`src/rtl/parking_duration_tracker.sv`:
```
`timescale 1ns/1ps
// Multi-slot parking duration tracker: free-running time base, per-slot entry timestamps,
// elapsed-time results on a valid/ready port. Define DURATION_SAT_EN to saturate long stays.
module parking_duration_tracker #(
   parameter int WIDTH    = 8,
   parameter int SLOTS    = 4,
   parameter int TICK_DIV = 1,
   localparam int SW      = (SLOTS > 1) ? $clog2(SLOTS) : 1
) (
   input  logic             clk,
   input  logic             reset,
   input  logic             cmd_valid,
   input  logic             cmd_exit,
   input  logic [SW-1:0]    cmd_slot,
   output logic             cmd_ready,
   output logic             res_valid,
   input  logic             res_ready,
   output logic             res_err,
   output logic [SW-1:0]    res_slot,
   output logic [WIDTH-1:0] res_dur,
   output logic [WIDTH-1:0] now,
   output logic [SLOTS-1:0] occupied
);

   localparam int PW = (TICK_DIV > 1) ? $clog2(TICK_DIV) : 1;
   localparam logic [PW-1:0]    PRESC_LAST = PW'(TICK_DIV - 1);
   localparam logic [WIDTH-1:0] DUR_MAX    = '1;

   logic [PW-1:0]    presc_q, presc_d;
   logic [WIDTH-1:0] now_q, now_d;
   logic [SLOTS-1:0] occ_q, occ_d;
   logic [WIDTH-1:0] ts_q [SLOTS];
   logic [WIDTH-1:0] ts_d [SLOTS];
   logic             res_valid_q, res_valid_d;
   logic             res_err_q, res_err_d;
   logic [SW-1:0]    res_slot_q, res_slot_d;
   logic [WIDTH-1:0] res_dur_q, res_dur_d;
`ifdef DURATION_SAT_EN
   logic [SLOTS-1:0] sat_q, sat_d;
   logic             sel_sat;
`endif

   logic             tick;
   logic             accept;
   logic             in_range;
   logic             sel_occ;
   logic [WIDTH-1:0] sel_ts;
   logic [WIDTH-1:0] sel_dur;
   logic             do_enter;
   logic             do_exit;
   logic             load_res;
   logic             new_err;
   logic [WIDTH-1:0] new_dur;

   assign cmd_ready = !res_valid_q || res_ready;
   assign accept    = cmd_valid && cmd_ready;
   assign in_range  = int'(cmd_slot) < SLOTS;

   always_comb begin
      tick    = (presc_q == PRESC_LAST);
      presc_d = tick ? '0 : presc_q + 1'b1;
      now_d   = tick ? now_q + 1'b1 : now_q;
   end

   // Slot lookup via compare loop so out-of-range codes never index the arrays.
   always_comb begin
      sel_occ = 1'b0;
      sel_ts  = '0;
`ifdef DURATION_SAT_EN
      sel_sat = 1'b0;
`endif
      for (int i = 0; i < SLOTS; i++) begin
         if (cmd_slot == SW'(i)) begin
            sel_occ = occ_q[i];
            sel_ts  = ts_q[i];
`ifdef DURATION_SAT_EN
            sel_sat = sat_q[i];
`endif
         end
      end
      sel_dur = now_q + ~sel_ts + 1'b1;
`ifdef DURATION_SAT_EN
      if (sel_sat) begin
         sel_dur = DUR_MAX;
      end
`endif
   end

   always_comb begin
      do_enter = 1'b0;
      do_exit  = 1'b0;
      load_res = 1'b0;
      new_err  = 1'b1;
      new_dur  = '0;
      if (accept) begin
         load_res = 1'b1;
         if (in_range && !cmd_exit && !sel_occ) begin
            do_enter = 1'b1;
            load_res = 1'b0;
         end else if (in_range && cmd_exit && sel_occ) begin
            do_exit = 1'b1;
            new_err = 1'b0;
            new_dur = sel_dur;
         end
      end
   end

   always_comb begin
      occ_d       = occ_q;
      ts_d        = ts_q;
      res_valid_d = res_valid_q;
      res_err_d   = res_err_q;
      res_slot_d  = res_slot_q;
      res_dur_d   = res_dur_q;
`ifdef DURATION_SAT_EN
      sat_d = sat_q;
      for (int i = 0; i < SLOTS; i++) begin
         if (tick && occ_q[i] && ((now_q + ~ts_q[i] + 1'b1) == DUR_MAX)) begin
            sat_d[i] = 1'b1;
         end
      end
`endif
      // Command updates come after the saturation scan so enter/exit clears win.
      for (int i = 0; i < SLOTS; i++) begin
         if (cmd_slot == SW'(i)) begin
            if (do_enter) begin
               occ_d[i] = 1'b1;
               ts_d[i]  = now_q;
`ifdef DURATION_SAT_EN
               sat_d[i] = 1'b0;
`endif
            end
            if (do_exit) begin
               occ_d[i] = 1'b0;
`ifdef DURATION_SAT_EN
               sat_d[i] = 1'b0;
`endif
            end
         end
      end
      if (res_valid_q && res_ready) begin
         res_valid_d = 1'b0;
      end
      if (load_res) begin
         res_valid_d = 1'b1;
         res_err_d   = new_err;
         res_slot_d  = cmd_slot;
         res_dur_d   = new_dur;
      end
   end

   always_ff @(posedge clk) begin
      if (reset) begin
         presc_q     <= '0;
         now_q       <= '0;
         occ_q       <= '0;
         res_valid_q <= 1'b0;
         res_err_q   <= 1'b0;
         res_slot_q  <= '0;
         res_dur_q   <= '0;
         for (int i = 0; i < SLOTS; i++) begin
            ts_q[i] <= '0;
         end
`ifdef DURATION_SAT_EN
         sat_q <= '0;
`endif
      end else begin
         presc_q     <= presc_d;
         now_q       <= now_d;
         occ_q       <= occ_d;
         ts_q        <= ts_d;
         res_valid_q <= res_valid_d;
         res_err_q   <= res_err_d;
         res_slot_q  <= res_slot_d;
         res_dur_q   <= res_dur_d;
`ifdef DURATION_SAT_EN
         sat_q <= sat_d;
`endif
      end
   end

   assign res_valid = res_valid_q;
   assign res_err   = res_err_q;
   assign res_slot  = res_slot_q;
   assign res_dur   = res_dur_q;
   assign now       = now_q;
   assign occupied  = occ_q;

endmodule

```
`config.mk`:
```
export PLATFORM = sky130hd
export DESIGN_NAME = parking_duration_tracker
export DESIGN_NICKNAME = d
export VERILOG_FILES = /design/src/rtl/parking_duration_tracker.sv
export SDC_FILE = /design/constraint.sdc
export NUM_CORES = 1
export LEC_CHECK = 0
export CAP_MARGIN = 0
export CORE_MARGIN = 4
export CORE_UTILIZATION = 45
export CTS_CLUSTER_SIZE = 28
export DETAILED_ROUTE_END_ITERATION = 6
export DONT_BUFFER_PORTS = 1
export PLACE_DENSITY = 0.62
export SETUP_SLACK_MARGIN = 0.1
export SYNTH_ARGS = -nofsm -noshare
export SYNTH_HDL_FRONTEND = slang
export SYNTH_SLANG_ARGS = --single-unit
```
`constraint.sdc`:
```
create_clock -name clk -period 3.5 [get_ports clk]
set_input_delay 0.525 -clock clk [delete_from_list [all_inputs] [get_ports clk]]
set_output_delay 0.525 -clock clk [all_outputs]
set_load 0.05 [all_outputs]
```
### Word level (Yosys, flattened, before mapping)

Cells that the tools add are included.
W data, S select, Z words.

| operators by class | value |
|---|---|
| add/sub/neg operators | 4 |
| equal/unequal tests | 3 |
| muxes and demuxes | 25 |
| bitwise logic cells | 2 |
| reductions and logical operators | 20 |

Operators by type and width:

| kind | number |
|---|---|
| $mux W8 | 7 |
| $mux W1 | 18 |
| $add A8 B1 Y8 const B | 2 |
| $reduce_and A2 Y1 | 8 |
| $add A8 B8 Y8 | 1 |
| $not A8 Y8 | 1 |
| $eq A2 B2 Y1 const B | 2 |
| $logic_and A1 B1 Y1 | 4 |
| $reduce_bool A2 Y1 | 2 |
| $logic_not A1 Y1 | 3 |
| $eq A2 B1 Y1 const B | 1 |
| $logic_not A2 Y1 | 1 |
| $reduce_or A2 Y1 | 1 |
| $add A1 B1 Y1 const B | 1 |
| $logic_or A1 B1 Y1 | 1 |
| $not A1 Y1 | 1 |

| word-level totals | value |
|---|---|
| register bits after elaboration | 57 |
| input port bits | 7 |
| output and inout port bits | 25 |

### Depth between registers and ports, before layout

Gate-level depths: netlist of the first run.

| depth | value |
|---|---|
| depth after elaboration | 11 |
| gate-level depth with buffers | 9 |

### Worst setup path after synthesis of the first run

Ideal clock, no wire load.

| timing | value |
|---|---|
| path type | input-to-reg |
| start | input port cmd_slot[1] |
| end | register res_dur_q[6] (netlist: res_dur[6]) |
| setup time | 140 ps |
| arrival time | 2628 ps |
| setup slack | 731 ps |
| stages | 8 |
| path buffers | 1 |
| cells stage by stage | buf_1 -> mux4_2 -> ha_1 -> fa_1 -> nand2b_1 -> a21oi_1 -> o21a_1 -> o311ai_0 |

| on the way | value |
|---|---|
| word-level cells in the longest chain between the ends | 11 |

Ends and longest elaborated chain:

| item | line | source |
|---|---|---|
| start, declared | 14 | `input logic [SW-1:0] cmd_slot,` |
| $logic_not A2 Y1 | 73 | `if (cmd_slot == SW'(i)) begin` |
| $mux W8 (4 in a row) | 73 |  |
| $not A8 Y8 | 81 | `sel_dur = now_q + ~sel_ts + 1'b1;` |
| $add A8 B8 Y8 | 81 |  |
| $add A8 B1 Y8 | 81 |  |
| $mux W8 | 100 | `end else if (in_range && cmd_exit && sel_occ) begin` |
| $mux W8 | 97 | `if (in_range && !cmd_exit && !sel_occ) begin` |
| $mux W8 | 95 | `if (accept) begin` |
| end signal, assigned | 175 | `res_dur_q <= res_dur_d;` |
| end, declared | 37 | `logic [WIDTH-1:0] res_dur_q, res_dur_d;` |

Parallel ways exist; a longest one is shown, timed or not.
A chain may end at the register's enable or synchronous reset.

### Worst setup path after layout of the first run

| timing | value |
|---|---|
| start | register res_valid_q (netlist: res_valid) |
| end | register ts_q[28] (netlist name) |

| on the way | value |
|---|---|
| word-level cells in the longest chain between the ends | 5 |

Ends and longest elaborated chain:

| item | line | source |
|---|---|---|
| start, declared | 34 | `logic res_valid_q, res_valid_d;` |
| start signal, assigned | 172 | `res_valid_q <= res_valid_d;` |
| $logic_not A1 Y1 | 55 | `assign cmd_ready = !res_valid_q \|\| res_ready;` |
| $logic_or A1 B1 Y1 | 55 |  |
| via cmd_ready | 15 | `output logic cmd_ready,` |
| $logic_and A1 B1 Y1 | 56 | `assign accept = cmd_valid && cmd_ready;` |
| $mux W1 | 95 |  |
| $reduce_and A2 Y1 (no source line) | n/a |  |
| end signal, assigned | 171 | `ts_q <= ts_d;` |
| end, declared | 32 | `logic [WIDTH-1:0] ts_q [SLOTS];` |

The timed path passes the listed nets, and every way through them passes these cells.

==> results of run 1 <==
[path summary, 6_finish.rpt]
check             from  slack [ns]          to
max          res_valid        1.08    ts_q[28]
min              reset        0.26  res_dur[3]
max reg2reg  res_valid        1.08    ts_q[28]
min reg2reg   ts_q[15]        0.45    ts_q[15]
[area by class of cell]
cell class	count	area, um2
multi-input cells	203	1360
flip-flops and latches	57	1140
fillers	521	2680
repair buffers	12	90.1
clock inverters	4	45.0
clock buffers	10	138
inverters	9	33.8
well taps	72	90.1
[metrics by stage]
| step | utilization, % | area [um2] | hold slack [ns] | setup WS [ns] |
|---|---|---|---|---|
| after CTS | 52.0 | 2900 | 0.235 | 1.09 |
| after floorplan | - | 2620 | 0.433 | 0.731 |
| after detailed placement | 48.7 | 2720 | 0.441 | 1.06 |
| final | 52.0 | 2900 | 0.261 | 1.08 |
| after global placement | 48.7 | 2720 | 0.434 | 1.12 |
| after global routing | 52.0 | 2900 | 0.233 | 0.974 |
[placed cells by master, fill, tap and decap left out, types with 2 or more instances in the layout]
cell type	n
o21ai_0	4
a211oi_1	5
xor2_1	8
nand4_1	2
nand2_1	28
a21oi_1	35
mux4_2	9
mux2i_1	11
dfxtp_1	57
nand3_1	29
inv_1	9
o31ai_1	2
buf_4	12
and3_1	3
nor2_1	29
nand3b_1	5
nand2b_1	3
nor2b_1	4
ha_1	9
clkinv_2	3
xnor2_1	3
clkbuf_8	10
[cells by family after synthesis]
| family | count (synthesis) | synth area share (%) |
|---|---|---|
| XOR/XNOR | 11 | 3.68 |
| buffers and inverters | 29 | 4.35 |
| other | 1 | 0.143 |
| multiplexers | 20 | 12.0 |
| adder cells (fa/ha/maj) | 10 | 5.07 |
| AND/OR/NAND/NOR | 108 | 19.6 |
| flip-flops | 57 | 43.6 |
| AO/OA/AOI/OAI | 53 | 11.6 |
[sequential cells by signal, summed over array words and instances (netlist names)]
register	cells
res_err	1
presc_q	1
occupied	4
res_slot	2
res_dur	8
res_valid	1
ts_q	32
now	8
[worst max-delay path: cells and delay by family (launching register included)]
| kind | cells | cell delay (ns) |
|---|---|---|
| buf+inv | 1 | 0.24 |
| flops | 1 | 0.64 |
| simple gates | 4 | 1.31 |
| compound gates | 1 | 0.16 |
[where the power goes]
part	internal, uW	switching [uW]	total (uW)
Combinational	33.8	56.9	90.7
Sequential	658	22.1	680
Clock	336	240	576
[per-layer routing]
layer / global-route usage, % / wire length (um) / up-vias
met4: 6.43 / 65 / 0
met3: 6.48 / 401 / 7
li1: - / - / 1014
met1: 22.0 / 2670 / 955
met2: 26.7 / 2810 / 50
met5: 0 / 0 / -
==> results_tabular.tex, run 1 <==
\begin{tabular}{lr}
\hline
Metric & Value \\
\hline
\multicolumn{2}{l}{\textbf{Logic synthesis}} \\
\quad Post-synth EDFFs & 0 \\
\quad Number of distinct library cells after synthesis & 37 \\
\quad Post-synthesis sequential element count & 57 \\
\quad Post-synth top area cell & dfxtp\_1 \\
\quad Leading cell types by count after synthesis & dfxtp\_1, a21oi\_1, nand3\_1, nor2\_1, nand2\_1 \\
\quad Count of synthesis-stage warnings from yosys & 0 \\
\quad Async S/R FF share, synth & 0\% \\
\quad Most instantiated library cell after synthesis & dfxtp\_1 \\
\quad Flip-flop cell with the highest count after synthesis & dfxtp\_1 \\
\quad Ranking of synthesized cells by area & dfxtp\_1, mux4\_2, a21oi\_1, nand3\_1, ha\_1 \\
\quad Post-Syn Instances & 289 \\
\quad Synthesized area per cell & 9.05 um2 \\
\quad Area of the mapped netlist & 2620 um2 \\
\quad Nets in the synthesized netlist & 306 \\
\quad Proportion of synthesized chip area in sequential cells & 43.6\% \\
\quad Area share of the largest cell type after synthesis & 43.6\% \\
\multicolumn{2}{l}{\textbf{Hold path}} \\
\quad Worst hold path depth & 1 \\
\quad HP Class & input pin to flop \\
\multicolumn{2}{l}{\textbf{Clocking}} \\
\quad Clk sink count & 57 \\
\quad Setup bufs post-CTS & 0 \\
\quad CTS Hold Buffers Added & 0 \\
\quad Clk slew on worst S/H paths & 0.06 ns \\
\quad Clock tree from TritonCTS & yes \\
\quad Cells resized by post-CTS repair & 0 \\
\quad H-tree depth & 3 \\
\quad Root buffer cell & clkbuf\_8 \\
\quad Maximum clock insertion buffer count & 2 \\
\quad Total CTS buffers & 9 \\
\quad Clock latency on the worst-skew pair & 0.33 ns \\
\multicolumn{2}{l}{\textbf{Place}} \\
\quad Number of input and output port buffers inserted & 0 \\
\quad Post-detailed-placement half-perimeter wirelength & 3950 um \\
\quad Routability congestion estimate from global placement & 0.793 \\
\quad \# placed instances & 353 \\
\multicolumn{2}{l}{\textbf{GRT}} \\
\quad GRT Overall Usage & 17.3\% \\
\quad Maximum number of pins on one net before global-route repair & 61 \\
\quad GRT overflow & 0 \\
\quad Number of antenna violations at the first check in global routing & 0 \\
\quad Vias in the first global route & 1871 \\
\quad Wire length of the first global-routing pass & 9620 um \\
\multicolumn{2}{l}{\textbf{Setup path}} \\
\quad Required @ worst endpoint & 3.76 ns \\
\quad Critical Path AT & 2.68 ns \\
\quad Critical path, cell by cell & nand2b\_1 > and4bb\_1 > buf\_4 > nand2\_1 > nand2\_1 > a21oi\_1 \\
\quad Most frequent CP cell & nand2\_1 \\
\quad Worst reg2reg path depth & 6 \\
\quad Critical Path Max Stage Delay & 0.64 ns \\
\quad Critical path fanouts, max & 30 \\
\quad Slowest CP cell & dfxtp\_1 \\
\quad Startpoint type of the worst setup path & flop \\
\quad Endpoint type of the worst setup path & flop \\
\quad WS Path Type & flop to flop \\
\multicolumn{2}{l}{\textbf{Routing}} \\
\quad Router iterations before antenna repair & 4 \\
\quad WL per Instance & 16.2 um \\
\quad Post-detailed-route DRC marker count & 0 \\
\quad Via count of the routed design & 2026 \\
\quad Antenna viol nets, final & 0 \\
\quad Post-Route WL & 5950 um \\
\quad DR vias/cell & 5.52 \\
\quad Detailed Route Iter0 Violations & 199 \\
\multicolumn{2}{l}{\textbf{Die}} \\
\quad IO Count & 32 \\
\quad Area enclosed by the die boundary & 7100 um2 \\
\quad Die height & 84.3 um \\
\quad Number of core rows & 27 \\
\quad Die X-Extent & 84.3 um \\
\quad Starting utilization of the core area & 46.9\% \\
\quad Area of the placeable core & 5570 um2 \\
\multicolumn{2}{l}{\textbf{Final layout}} \\
\quad Syn-to-layout area delta & 10.8\% \\
\quad Fraction of layout instances using a drive strength above 1 & 11.9\% \\
\quad Count of nets after finishing & 309 \\
\quad Final cell count without fillers & 367 \\
\quad Inserted Diodes & 0 \\
\multicolumn{2}{l}{\textbf{Pwr}} \\
\quad Leakage power & 0.00104 uW \\
\quad Power, Total & 1350 uW \\
\quad Worst IR drop on VDD & 318 uV \\
\quad P per Cell Area & 464 nW/um2 \\
\multicolumn{2}{l}{\textbf{Timing}} \\
\quad Accumulated negative setup slack & 0 ns \\
\quad Slew Limit Headroom & 48.3\% \\
\quad Fin Clk Skew & 0.00593 ns \\
\quad Setup repair after global routing missed its margin & false \\
\quad Number of hold violations in the final report & 0 \\
\quad Min Tclk post-route & 2.42 ns \\
\quad Achievable clock frequency & 0.414 GHz \\
\quad Final setup fails & 0 \\
\quad Count of pins over their slew limit & 0 \\
\quad Period utilisation layout & 69.1\% \\
\quad Tightest Pin Transition & 0.774 ns \\
\multicolumn{2}{l}{\textbf{Status}} \\
\quad Outcome & finished clean \\
\multicolumn{2}{l}{\textbf{Flow run}} \\
\quad Max-cap viol count & 0 \\
\hline
\end{tabular}
Note: power is estimated with default switching activity, not from simulation.
==> run 2, diff against run 1 <==
clock period = 2.4 ns   (was 3.5 ns; I/O delays follow)
==> results_tabular.tex, run 2 (synthesized netlist as in run 1, its figures left out) <==
\begin{tabular}{lr}
\hline
Metric & Value \\
\hline
\multicolumn{2}{l}{\textbf{Routing}} \\
\quad Antenna viol nets, final & 0 (unchanged) \\
\quad Post-Route WL & 6060 um (was 5950 um) \\
\quad WL per Instance & 16.0 um (was 16.2 um) \\
\quad Post-detailed-route DRC marker count & 0 (unchanged) \\
\quad Via count of the routed design & 2089 (was 2026) \\
\quad Detailed Route Iter0 Violations & 141 (was 199) \\
\quad Router iterations before antenna repair & 4 (unchanged) \\
\quad DR vias/cell & 5.53 (was 5.52) \\
\multicolumn{2}{l}{\textbf{Setup path}} \\
\quad Endpoint type of the worst setup path & flop (unchanged) \\
\quad Worst reg2reg path depth & 8 (was 6) \\
\quad WS Path Type & flop to flop (unchanged) \\
\quad Startpoint type of the worst setup path & flop (unchanged) \\
\quad Required @ worst endpoint & 2.64 ns (was 3.76 ns) \\
\quad Critical path, cell by cell & mux4\_2 > ha\_1 > fa\_1 > nand2b\_1 > a21oi\_2 > o21a\_1 > o21ai\_0 > o311ai\_0 (was nand2b\_1 > and4bb\_1 > buf\_4 > nand2\_1 > nand2\_1 > a21oi\_1) \\
\quad Critical path fanouts, max & 3 (was 30) \\
\quad Critical Path AT & 2.41 ns (was 2.68 ns) \\
\quad R2R Path End & res\_dur[6] (was ts\_q[28]) \\
\quad Slowest CP cell & mux4\_2 (was dfxtp\_1) \\
\quad Critical Path Max Stage Delay & 0.49 ns (was 0.64 ns) \\
\quad Slack of the worst reg-to-reg path & 0.23 ns (was 1.08 ns) \\
\quad Cell family with the largest share of critical-path delay & adder cells (was simple AND/OR/NAND/NOR gates) \\
\quad Crit path buffers/inverters & 0 (was 1) \\
\quad Worst flop-to-flop path startpoint & ts\_q[0] (was res\_valid) \\
\quad Cell depth of the worst setup path & 8 (was 6) \\
\multicolumn{2}{l}{\textbf{Final layout}} \\
\quad Largest register FFs & 32 (unchanged) \\
\quad Number of fillers in the final layout & 529 (was 521) \\
\quad Most common cell after layout, fill and taps aside & dfxtp\_1 (unchanged) \\
\quad Syn-to-layout area delta & 14.6\% (was 10.8\%) \\
\quad Highest-count cells in the layout ignoring fill and taps & dfxtp\_1, a21oi\_1, nand3\_1, nor2\_1, nand2\_1 (unchanged) \\
\quad Inserted Diodes & 0 (unchanged) \\
\quad Count of nets after finishing & 318 (was 309) \\
\quad Fraction of layout instances using a drive strength above 1 & 14.7\% (was 11.9\%) \\
\quad Largest reg by FF count & ts\_q (unchanged) \\
\multicolumn{2}{l}{\textbf{Timing}} \\
\quad Tightest Pin Transition & 0.684 ns (was 0.774 ns) \\
\quad Achievable clock frequency & 0.460 GHz (was 0.414 GHz) \\
\quad Count of pins over their slew limit & 0 (unchanged) \\
\quad Accumulated negative setup slack & 0 ns (unchanged) \\
\quad Period utilisation layout & 90.6\% (was 69.1\%) \\
\quad Number of hold violations in the final report & 0 (unchanged) \\
\quad Final-layout worst hold slack & 0.0837 ns (was 0.261 ns) \\
\quad Final setup fails & 0 (unchanged) \\
\quad Slew Limit Headroom & 53.7\% (was 48.3\%) \\
\quad Fin Clk Skew & 0.00626 ns (was 0.00593 ns) \\
\quad Setup repair after global routing missed its margin & false (unchanged) \\
\quad Min Tclk post-route & 2.17 ns (was 2.42 ns) \\
\multicolumn{2}{l}{\textbf{Place}} \\
\quad Number of input and output port buffers inserted & 0 (unchanged) \\
\quad Routability congestion estimate from global placement & 0.731 (was 0.793) \\
\quad Post-detailed-placement half-perimeter wirelength & 4030 um (was 3950 um) \\
\multicolumn{2}{l}{\textbf{Die}} \\
\quad Number of core rows & 27 (unchanged) \\
\quad Area enclosed by the die boundary & 7100 um2 (unchanged) \\
\quad Starting utilization of the core area & 46.9\% (unchanged) \\
\quad Die X-Extent & 84.3 um (unchanged) \\
\quad Die height & 84.3 um (unchanged) \\
\quad Area of the placeable core & 5570 um2 (unchanged) \\
\quad IO Count & 32 (unchanged) \\
\multicolumn{2}{l}{\textbf{Clocking}} \\
\quad Clock tree from TritonCTS & yes (unchanged) \\
\quad Clock latency on the worst-skew pair & 0.34 ns (was 0.33 ns) \\
\quad H-tree depth & 3 (unchanged) \\
\quad Clk slew on worst S/H paths & 0.06 ns (about the same) \\
\quad Clk sink count & 57 (unchanged) \\
\quad Total CTS buffers & 9 (unchanged) \\
\quad CTS Hold Buffers Added & 0 (unchanged) \\
\quad Cells resized by post-CTS repair & 0 (unchanged) \\
\quad Setup bufs post-CTS & 0 (unchanged) \\
\quad Maximum clock insertion buffer count & 2 (unchanged) \\
\quad Root buffer cell & clkbuf\_8 (unchanged) \\
\multicolumn{2}{l}{\textbf{Pwr}} \\
\quad P per Cell Area & 701 nW/um2 (was 464 nW/um2) \\
\quad Portion of total power attributed to combinational logic & 7.3\% (was 6.7\%) \\
\quad Net switching power & 506 uW (was 319 uW) \\
\quad Total internal power & 1600 uW (was 1030 uW) \\
\quad Proportion of total power due to net switching & 24.0\% (was 23.7\%) \\
\quad Clock share of power & 46.2\% (was 42.8\%) \\
\quad Leakage power & 0.00109 uW (was 0.00104 uW) \\
\quad Worst IR drop on VDD & 358 uV (was 318 uV) \\
\quad Proportion of power drawn by flip-flops and latches & 46.6\% (was 50.5\%) \\
\multicolumn{2}{l}{\textbf{Hold path}} \\
\quad Worst hold path depth & 1 (unchanged) \\
\quad HP Class & input pin to flop (unchanged) \\
\quad Source of the worst hold timing path & reset (unchanged) \\
\quad End of the worst hold path & res\_err (was res\_dur[3]) \\
\multicolumn{2}{l}{\textbf{Flow run}} \\
\quad Max-cap viol count & 0 (unchanged) \\
\multicolumn{2}{l}{\textbf{GRT}} \\
\quad GRT Overall Usage & 18.2\% (was 17.3\%) \\
\quad GRT overflow & 0 (unchanged) \\
\quad Number of antenna violations at the first check in global routing & 0 (unchanged) \\
\quad Wire length of the first global-routing pass & 10200 um (was 9620 um) \\
\quad Vias in the first global route & 2019 (was 1871) \\
\quad Maximum number of pins on one net before global-route repair & 61 (unchanged) \\
\multicolumn{2}{l}{\textbf{Status}} \\
\quad Outcome & finished clean (unchanged) \\
\hline
\end{tabular}
==> run 2: changes by cell type in the layout (fill, tap and decap cells not counted) <==
cell / change
a21oi_2: +1
clkbuf_8: -1
clkbuf_1: +2
clkinv_2: -2
clkinvlp_4: +2
a21oi_1: -1
buf_4: +9
bufinv_16: +1
==> run 2: worst max-delay path by stage <==
stage / startpoint / endpoint / slack [ns]
final: ts_q[0] / res_dur[6] / 0.23
after detailed placement: cmd_slot[1] / res_dur[6] / 0.17
after global routing: ts_q[0] / res_dur[6] / 0.11
after global placement: cmd_slot[1] / res_dur[6] / 0.22
after CTS: ts_q[0] / res_dur[6] / 0.23
after floorplan: cmd_slot[1] / res_dur[6] / 0.14
==> run 2: metrics by stage <==
stage	setup slack (ns)	instance area (um2)	util, %	cells	total power [uW]
final	0.225	3000	53.8	378	2100
after global routing	0.108	3000	53.8	378	2190
after CTS	0.233	3000	53.8	378	2120
after detailed placement	0.172	2790	50.0	362	1150
after global placement	0.219	2790	50.0	362	1150
after floorplan	0.140	2630	-	289	1130
==> run 2: worst reg2reg max path, cell delays in order, from the launching register on <==
cell and delay, ns:
dfxtp_1 0.31, mux4_2 0.49, ha_1 0.22, fa_1 0.40
nand2b_1 0.19, a21oi_2 0.16, o21a_1 0.14, o21ai_0 0.07
o311ai_0 0.09
==> run 2: metal layers <==
| metal | vias to the layer above | GRT usage, % | routed length [um] |
|---|---|---|---|
| li1 | 1028 | - | - |
| met1 | 992 | 23.4 | 2830 |
| met2 | 55 | 27.4 | 2720 |
| met3 | 14 | 7.26 | 368 |
| met4 | 0 | 7.31 | 137 |
| met5 | - | 0 | 0 |
==> run 2: power by group through the flow <==
stage / Sequential, uW / Clock [uW] / Combinational, uW
floorplan: 1030 / 0 / 103
global placement: 1000 / 0 / 152
detailed placement: 1000 / 0 / 153
CTS: 980 / 989 / 154
global route: 981 / 1040 / 167
finish: 980 / 970 / 153
==> run 2: final cells by class <==
type	instances	area (um2)	area share (%)
multi-input combinational	203	1370	45.5
sequential	57	1140	38.0
timing repair buffer	21	158	5.26
clock buffer	11	131	4.38
tap	72	90.1	3.00
clock inverter	5	80.1	2.67
inverter	9	33.8	1.13
==> run 3, diff against run 2 <==
SKIP_CTS_REPAIR_TIMING = 1   (was not set)
==> results of run 3 <==
No change in the layout: final DEF, timing and power equal those of run 2.
